===== config.mk =====
export PLATFORM = sky130hd
export DESIGN_NAME = nios_oci_trace_capture
export DESIGN_NICKNAME = d
export VERILOG_FILES = /design/src/rtl/nios_oci_trace_capture.sv
export SDC_FILE = /design/constraint.sdc
export NUM_CORES = 1
export LEC_CHECK = 0
export ABC_CLOCK_PERIOD_IN_PS = 11100
export CAP_MARGIN = 20
export CORE_MARGIN = 3
export CORE_UTILIZATION = 40
export CTS_CLUSTER_DIAMETER = 100
export CTS_CLUSTER_SIZE = 14
export DETAILED_ROUTE_END_ITERATION = 8
export SYNTH_ARGS = -nofsm -noshare
export SYNTH_HDL_FRONTEND = slang
export SYNTH_SLANG_ARGS = --single-unit
export TNS_END_PERCENT = 5

===== constraint.sdc =====
create_clock -name clk -period 11.1 [get_ports clk]
set_input_delay 2.22 -clock clk [delete_from_list [all_inputs] [get_ports clk]]
set_output_delay 2.22 -clock clk [all_outputs]
set_load 0.01 [all_outputs]

===== src/rtl/nios_oci_trace_capture.sv =====
// Trace-capture buffer for the Nios II OCI debug trace path.
// Circular store of {dct_count, dct_buffer} entries, with stop-when-full or
// overwrite-oldest behaviour, a saturating lost-entry counter, and an
// end-of-test freeze. A show-ahead valid/ready port drains the stored entries.
module nios_oci_trace_capture #(
  parameter  int DATA_W = 30,
  parameter  int CNT_W  = 4,
  parameter  int DEPTH  = 16,
  parameter  int OVF_W  = 16,
  localparam int AW     = $clog2(DEPTH),
  localparam int EW     = CNT_W + DATA_W
) (
  input  logic              clk,
  input  logic              reset_n,
  input  logic [DATA_W-1:0] dct_buffer,
  input  logic [CNT_W-1:0]  dct_count,
  input  logic              dct_valid,
  input  logic              test_ending,
  input  logic              test_has_ended,
  input  logic              cfg_wrap,
  input  logic              clear,
  input  logic              rd_ready,
  output logic              rd_valid,
  output logic [EW-1:0]     rd_data,
  output logic [AW:0]       fill_level,
  output logic [OVF_W-1:0]  overflow_cnt,
  output logic [1:0]        state,
  output logic              capture_done
);

  typedef enum logic [1:0] {
    ST_CAPTURE = 2'd0,
    ST_ENDING  = 2'd1,
    ST_FROZEN  = 2'd2,
    ST_DONE    = 2'd3
  } state_t;

  localparam logic [AW:0] L_FULL = (AW+1)'(DEPTH);

  logic [EW-1:0]    r_mem [DEPTH];
  logic [AW-1:0]    r_wptr, r_rptr;
  logic [AW:0]      r_fill;
  logic [OVF_W-1:0] r_ovf;
  state_t           r_state;
  logic             r_done;

  logic             w_capt, w_wr, w_pop, w_full;
  logic             w_store, w_lost, w_adv_rd;
  logic [AW:0]      w_fill_nxt;
  state_t           w_state_nxt;

  // Write is qualified by a non-empty entry and a capturing state; clear
  // swallows any entry offered in the same cycle.
  assign w_capt   = (r_state == ST_CAPTURE) || (r_state == ST_ENDING);
  assign w_wr     = dct_valid && (dct_count != '0) && w_capt && !clear;
  assign rd_valid = (r_fill != '0);
  assign w_pop    = rd_valid && rd_ready;
  assign w_full   = (r_fill == L_FULL);

  // A pop frees a slot in the same cycle, so a full buffer with a pop still
  // takes the write; without a pop, only wrap mode stores (over the head).
  assign w_store  = w_wr && (!w_full || w_pop || cfg_wrap);
  assign w_lost   = w_wr && w_full && !w_pop;
  assign w_adv_rd = w_pop || (w_lost && cfg_wrap);

  // Occupancy after this cycle's write/pop.
  always_comb begin
    w_fill_nxt = r_fill;
    if (w_store && !w_pop && !w_full)
      w_fill_nxt = r_fill + (AW+1)'(1);
    else if (w_pop && !w_store)
      w_fill_nxt = r_fill - (AW+1)'(1);
  end

  // End-of-test sequencing; has_ended outranks ending, DONE is sticky.
  always_comb begin
    w_state_nxt = r_state;
    case (r_state)
      ST_CAPTURE: begin
        if (test_has_ended)   w_state_nxt = ST_FROZEN;
        else if (test_ending) w_state_nxt = ST_ENDING;
      end
      ST_ENDING:  if (test_has_ended)      w_state_nxt = ST_FROZEN;
      ST_FROZEN:  if (w_fill_nxt == '0)    w_state_nxt = ST_DONE;
      default:    w_state_nxt = ST_DONE;
    endcase
  end

  // Entry storage; contents are don't-care until written, rd_data is gated.
  always_ff @(posedge clk) begin
    if (w_store) r_mem[r_wptr] <= {dct_count, dct_buffer};
  end

  // Pointers, occupancy, overflow counter and state; clear beats everything.
  always_ff @(posedge clk or negedge reset_n) begin
    if (!reset_n) begin
      r_wptr  <= '0;
      r_rptr  <= '0;
      r_fill  <= '0;
      r_ovf   <= '0;
      r_state <= ST_CAPTURE;
      r_done  <= 1'b0;
    end else if (clear) begin
      r_wptr  <= '0;
      r_rptr  <= '0;
      r_fill  <= '0;
      r_ovf   <= '0;
      r_state <= ST_CAPTURE;
      r_done  <= 1'b0;
    end else begin
      if (w_store)  r_wptr <= r_wptr + AW'(1);
      if (w_adv_rd) r_rptr <= r_rptr + AW'(1);
      if (w_lost && !(&r_ovf)) r_ovf <= r_ovf + OVF_W'(1);
      r_fill  <= w_fill_nxt;
      r_state <= w_state_nxt;
      r_done  <= (w_state_nxt == ST_DONE);
    end
  end

  assign rd_data      = rd_valid ? r_mem[r_rptr] : '0;
  assign fill_level   = r_fill;
  assign overflow_cnt = r_ovf;
  assign state        = r_state;
  assign capture_done = r_done;

endmodule


==> summary.md <==
| Metric | Value |
|---|---|
| Worst-margin pin slew | 1.04 ns |
| Clock root buffer master | clkbuf_16 |
| Synth Cell Area | 22800 µm² |
| Antenna cell count | 0 |
| Startpoint Class | register |
| Max-slew violation count | 0 |
| 1st-pass router iterations | 5 |
| Peak Freq | 155 MHz |
| Global-route wire length before repair | a little over 70 mm |
| Sw frac | ~25% |
| Final-layout fill cell count | 4626 |
| Slowest CP cell | dfrtp_4 |
| Number of global-route vias before repair | between 10000 and 15000 |
| Initial antenna violation count | 0 |
| Clock Skew | 0.0233 ns |
| Post-synth EDFFs | approximately 540 |
| Routed wire length per instance | 24.9 µm |
| Ports | 101 |
| Leakage | between 7 and 8 nW |
| Die area | 59900 µm² |
| Async S/R FF share, synth | approximately 5.6% |
| H-tree Lvls | 2 |
| Die span in x | 245 µm |
| Via count of the routed design | 10500 |
| Sequential-to-total area share from yosys stat | 75.2% |
| CTS clk-pin slew, worst paths | 0.07 ns |
| Non-Filler Instances | 1911 |
| Initial Utilization | about two fifths |
| Placed cells | 1847 |
| Clock Path Buffers | 3 |
| HP Class | register to register |
| Clk sinks | around 580 |
| Synth Register Bits | 576 |
| Power Density | 189 nW/µm² |
| Sequential group share of total power | 49.6% |
| Post-CTS setup repair buffer count | 0 |
| Int Pwr | 3.72 mW |
| Cells after Synth | between 1000 and 1500 |
| Final core utilization | 47.0% |
| Status | finished clean |
| Clk pwr share | between 30% and 40% |
| Logic pwr share | 20.0% |
| Setup repair after global routing missed its margin | no |
| Detailed Route WL | 47.5 mm |
| Critical path, cell by cell | buf_12 -> mux4_2 -> mux4_2 -> and2_1 -> clkdlybuf4s50_1 |
| Gpl congestion | approximately 0.79 |
| Area Overhead vs Synth | 14.9% |
| Crit path max fanout | between 90 and 100 |
| Final Hold Fails | 0 |
| Min Tclk post-route | between 6 and 7 ns |
| Share of layout cells above drive strength 1 | 24.7% |
| Skew-Pair Late Insertion Delay | 0.60 ns |
| Total gr overflow | 0 |
| Design Power | 4.94 mW |
| Initial DRC count | a little under 1000 |
| DRC | 0 |
| Fin Setup TNS | 0 ns |
| Worst setup EP type | output pin |
| Routed vias/inst | 5.48 |
| Max incr delay on CP | 1.01 ns |
| Final net count | 1203 |
| Switching power | 1.22 mW |
| Net Count, Synth | ~1100 |
| Antenna-violating nets left | 0 |
| Max-cap violations | 0 |
| Resized Gates After CTS | 0 |
| Pin count of the biggest net entering global routing | 98 |
| Synth warn | 0 |
| Tcrit/Tclk final | 58.1% |
| Worst Path Arrival | 4.23 ns |
| Gr usage total | about 16% |
| Post-synthesis area per instance | 22.2 µm² |
| Hold-fix buffers, CTS | 0 |
| DPL Wire Length | 26.4 mm |
| Critical path's most frequent cell | mux4_2 |
| TritonCTS clock tree | yes |
| IO buf count | 100 |
| Synth Flop Type | edfxtp_1 |
| CTS Buf Count | between 40 and 50 |
| Row count | 86 |
| Core ar. | ~56000 µm² |
| Die H | 245 µm |
| CP Class | register to output pin |
| Max transition margin | 30.6% |
| Worst Path Required | 8.88 ns |
| Unique cell type count in the Yosys netlist | 55 |
| Max VDD drop | 110 µV |
| Final setup fails | 0 |
==> Yosys cell counts (4+ instances only) <==
library cell  instances  area (µm²)
nor3_1                5        25.0
buf_4                10        75.1
edfxtp_1            544       16300
xnor2_1              20         175
ha_1                  9         113
a21oi_1               5        25.0
buf_2                 7        35.0
dfrtp_1              32         801
buf_6                 5        56.3
nand4_1               4        25.0
o21ai_0               5        25.0
inv_1                15        56.3
nand2_1              10        37.5
buf_1                 4        15.0
nor2_1               34         128
nor4_1               15        93.8
nand3_1               8        40.0
and2_1               43         269
clkbuf_1             27         101
mux4_2              170        3830
==> per-layer routing <==
layer / vias up / wire length (µm) / global-route usage [%]
met2: 230 / 23400 / 26.0
met5: - / 0 / 0
met1: 5676 / 21300 / 23.2
met3: 55 / 1940 / 2.26
met4: 0 / 899 / 4.36
li1: 4519 / - / -
==> critical path, delay by kind of cell, from the launching register on <==
kind	cells	cell delay, ns
DFF	1	1.01
and+or+nand+nor	1	0.17
muxes	2	1.16
buffers and inverters	2	1.14
==> power groups by stage <==
stage,Sequential (mW),Combinational (mW),Clock (mW)
6_report,2.45,0.987,1.50
5_1_grt,2.46,1.07,1.63
4_1_cts,2.47,0.990,1.55
3_5_place_dp,2.52,0.985,0
3_3_place_gp,2.52,0.981,0
2_1_floorplan,2.46,0.646,0
==> cell usage in the layout (no fill, tap or decap), drive strengths merged, types with 8 or more instances in the layout <==
master         count
nand3              8
xnor2             20
clkdlybuf4s50    100
buf               29
nor2              34
dfrtp             32
inv               16
ha                 9
edfxtp           544
clkbuf            56
mux4             170
nor4              16
nand2             10
and2              43
==> sequential cells by signal, indices dropped and copies added, names as in the netlist <==
name          count
capture_done      1
fill_level        5
overflow_cnt     16
r_mem           544
r_rptr            4
r_wptr            4
state             2
==> final timing paths <==
| path | from | endpoint | slack (ns) | depth (start not counted) |
|---|---|---|---|---|
| setup reg to reg | state[1]$_DFF_PN0_ | r_mem[15][0]$_DFFE_PP_ | 7.39 | 5 |
| hold reg to reg | overflow_cnt[14]$_DFFE_PN0P_ | overflow_cnt[14]$_DFFE_PN0P_ | 0.58 | 2 |
| max in group asynchronous | reset_n | r_rptr[0]$_DFFE_PN0P_ | 8.71 | 2 |
| setup / recovery | r_rptr[0]$_DFFE_PN0P_ | rd_data[29] | 4.65 | 5 |
| min in group asynchronous | reset_n | fill_level[2]$_DFF_PN0_ | 2.05 | 2 |
| hold / removal | overflow_cnt[14]$_DFFE_PN0P_ | overflow_cnt[14]$_DFFE_PN0P_ | 0.58 | 2 |
==> logic make-up after synthesis <==
group | share of synthesized area, %
AOI/OAI and AO/OA | 1.20
adders and majority gates | 0.494
and+or+nand+nor | 3.72
buffers and inverters | 1.49
DFF | 75.2
xor gates and xnor gates | 0.884
muxes | 17.0
==> cell type report <==
| cell class | count | area, µm² | area share (%) |
|---|---|---|---|
| timing repair buffer | 129 | 1370 | 5.24 |
| clock buffer | 56 | 1230 | 4.70 |
| tap | 748 | 936 | 3.58 |
| multi-input combinational | 383 | 5370 | 20.5 |
| inverter | 15 | 56.3 | 0.215 |
| sequential | 576 | 17100 | 65.5 |
| clock inverter | 4 | 66.3 | 0.253 |
==> metrics by stage <==
stage / instance area (µm²) / setup WS, ns / hold WS (ns)
4_1_cts: 26100 / 4.40 / 0.582
5_1_grt: 26200 / 4.31 / 0.632
6_report: 26200 / 4.65 / 0.581
3_3_place_gp: 24700 / 4.93 / 0.564
2_1_floorplan: 22800 / 4.08 / 0.542
3_5_place_dp: 24800 / 4.90 / 0.559
No activity file was read; power rests on OpenSTA's default activity.
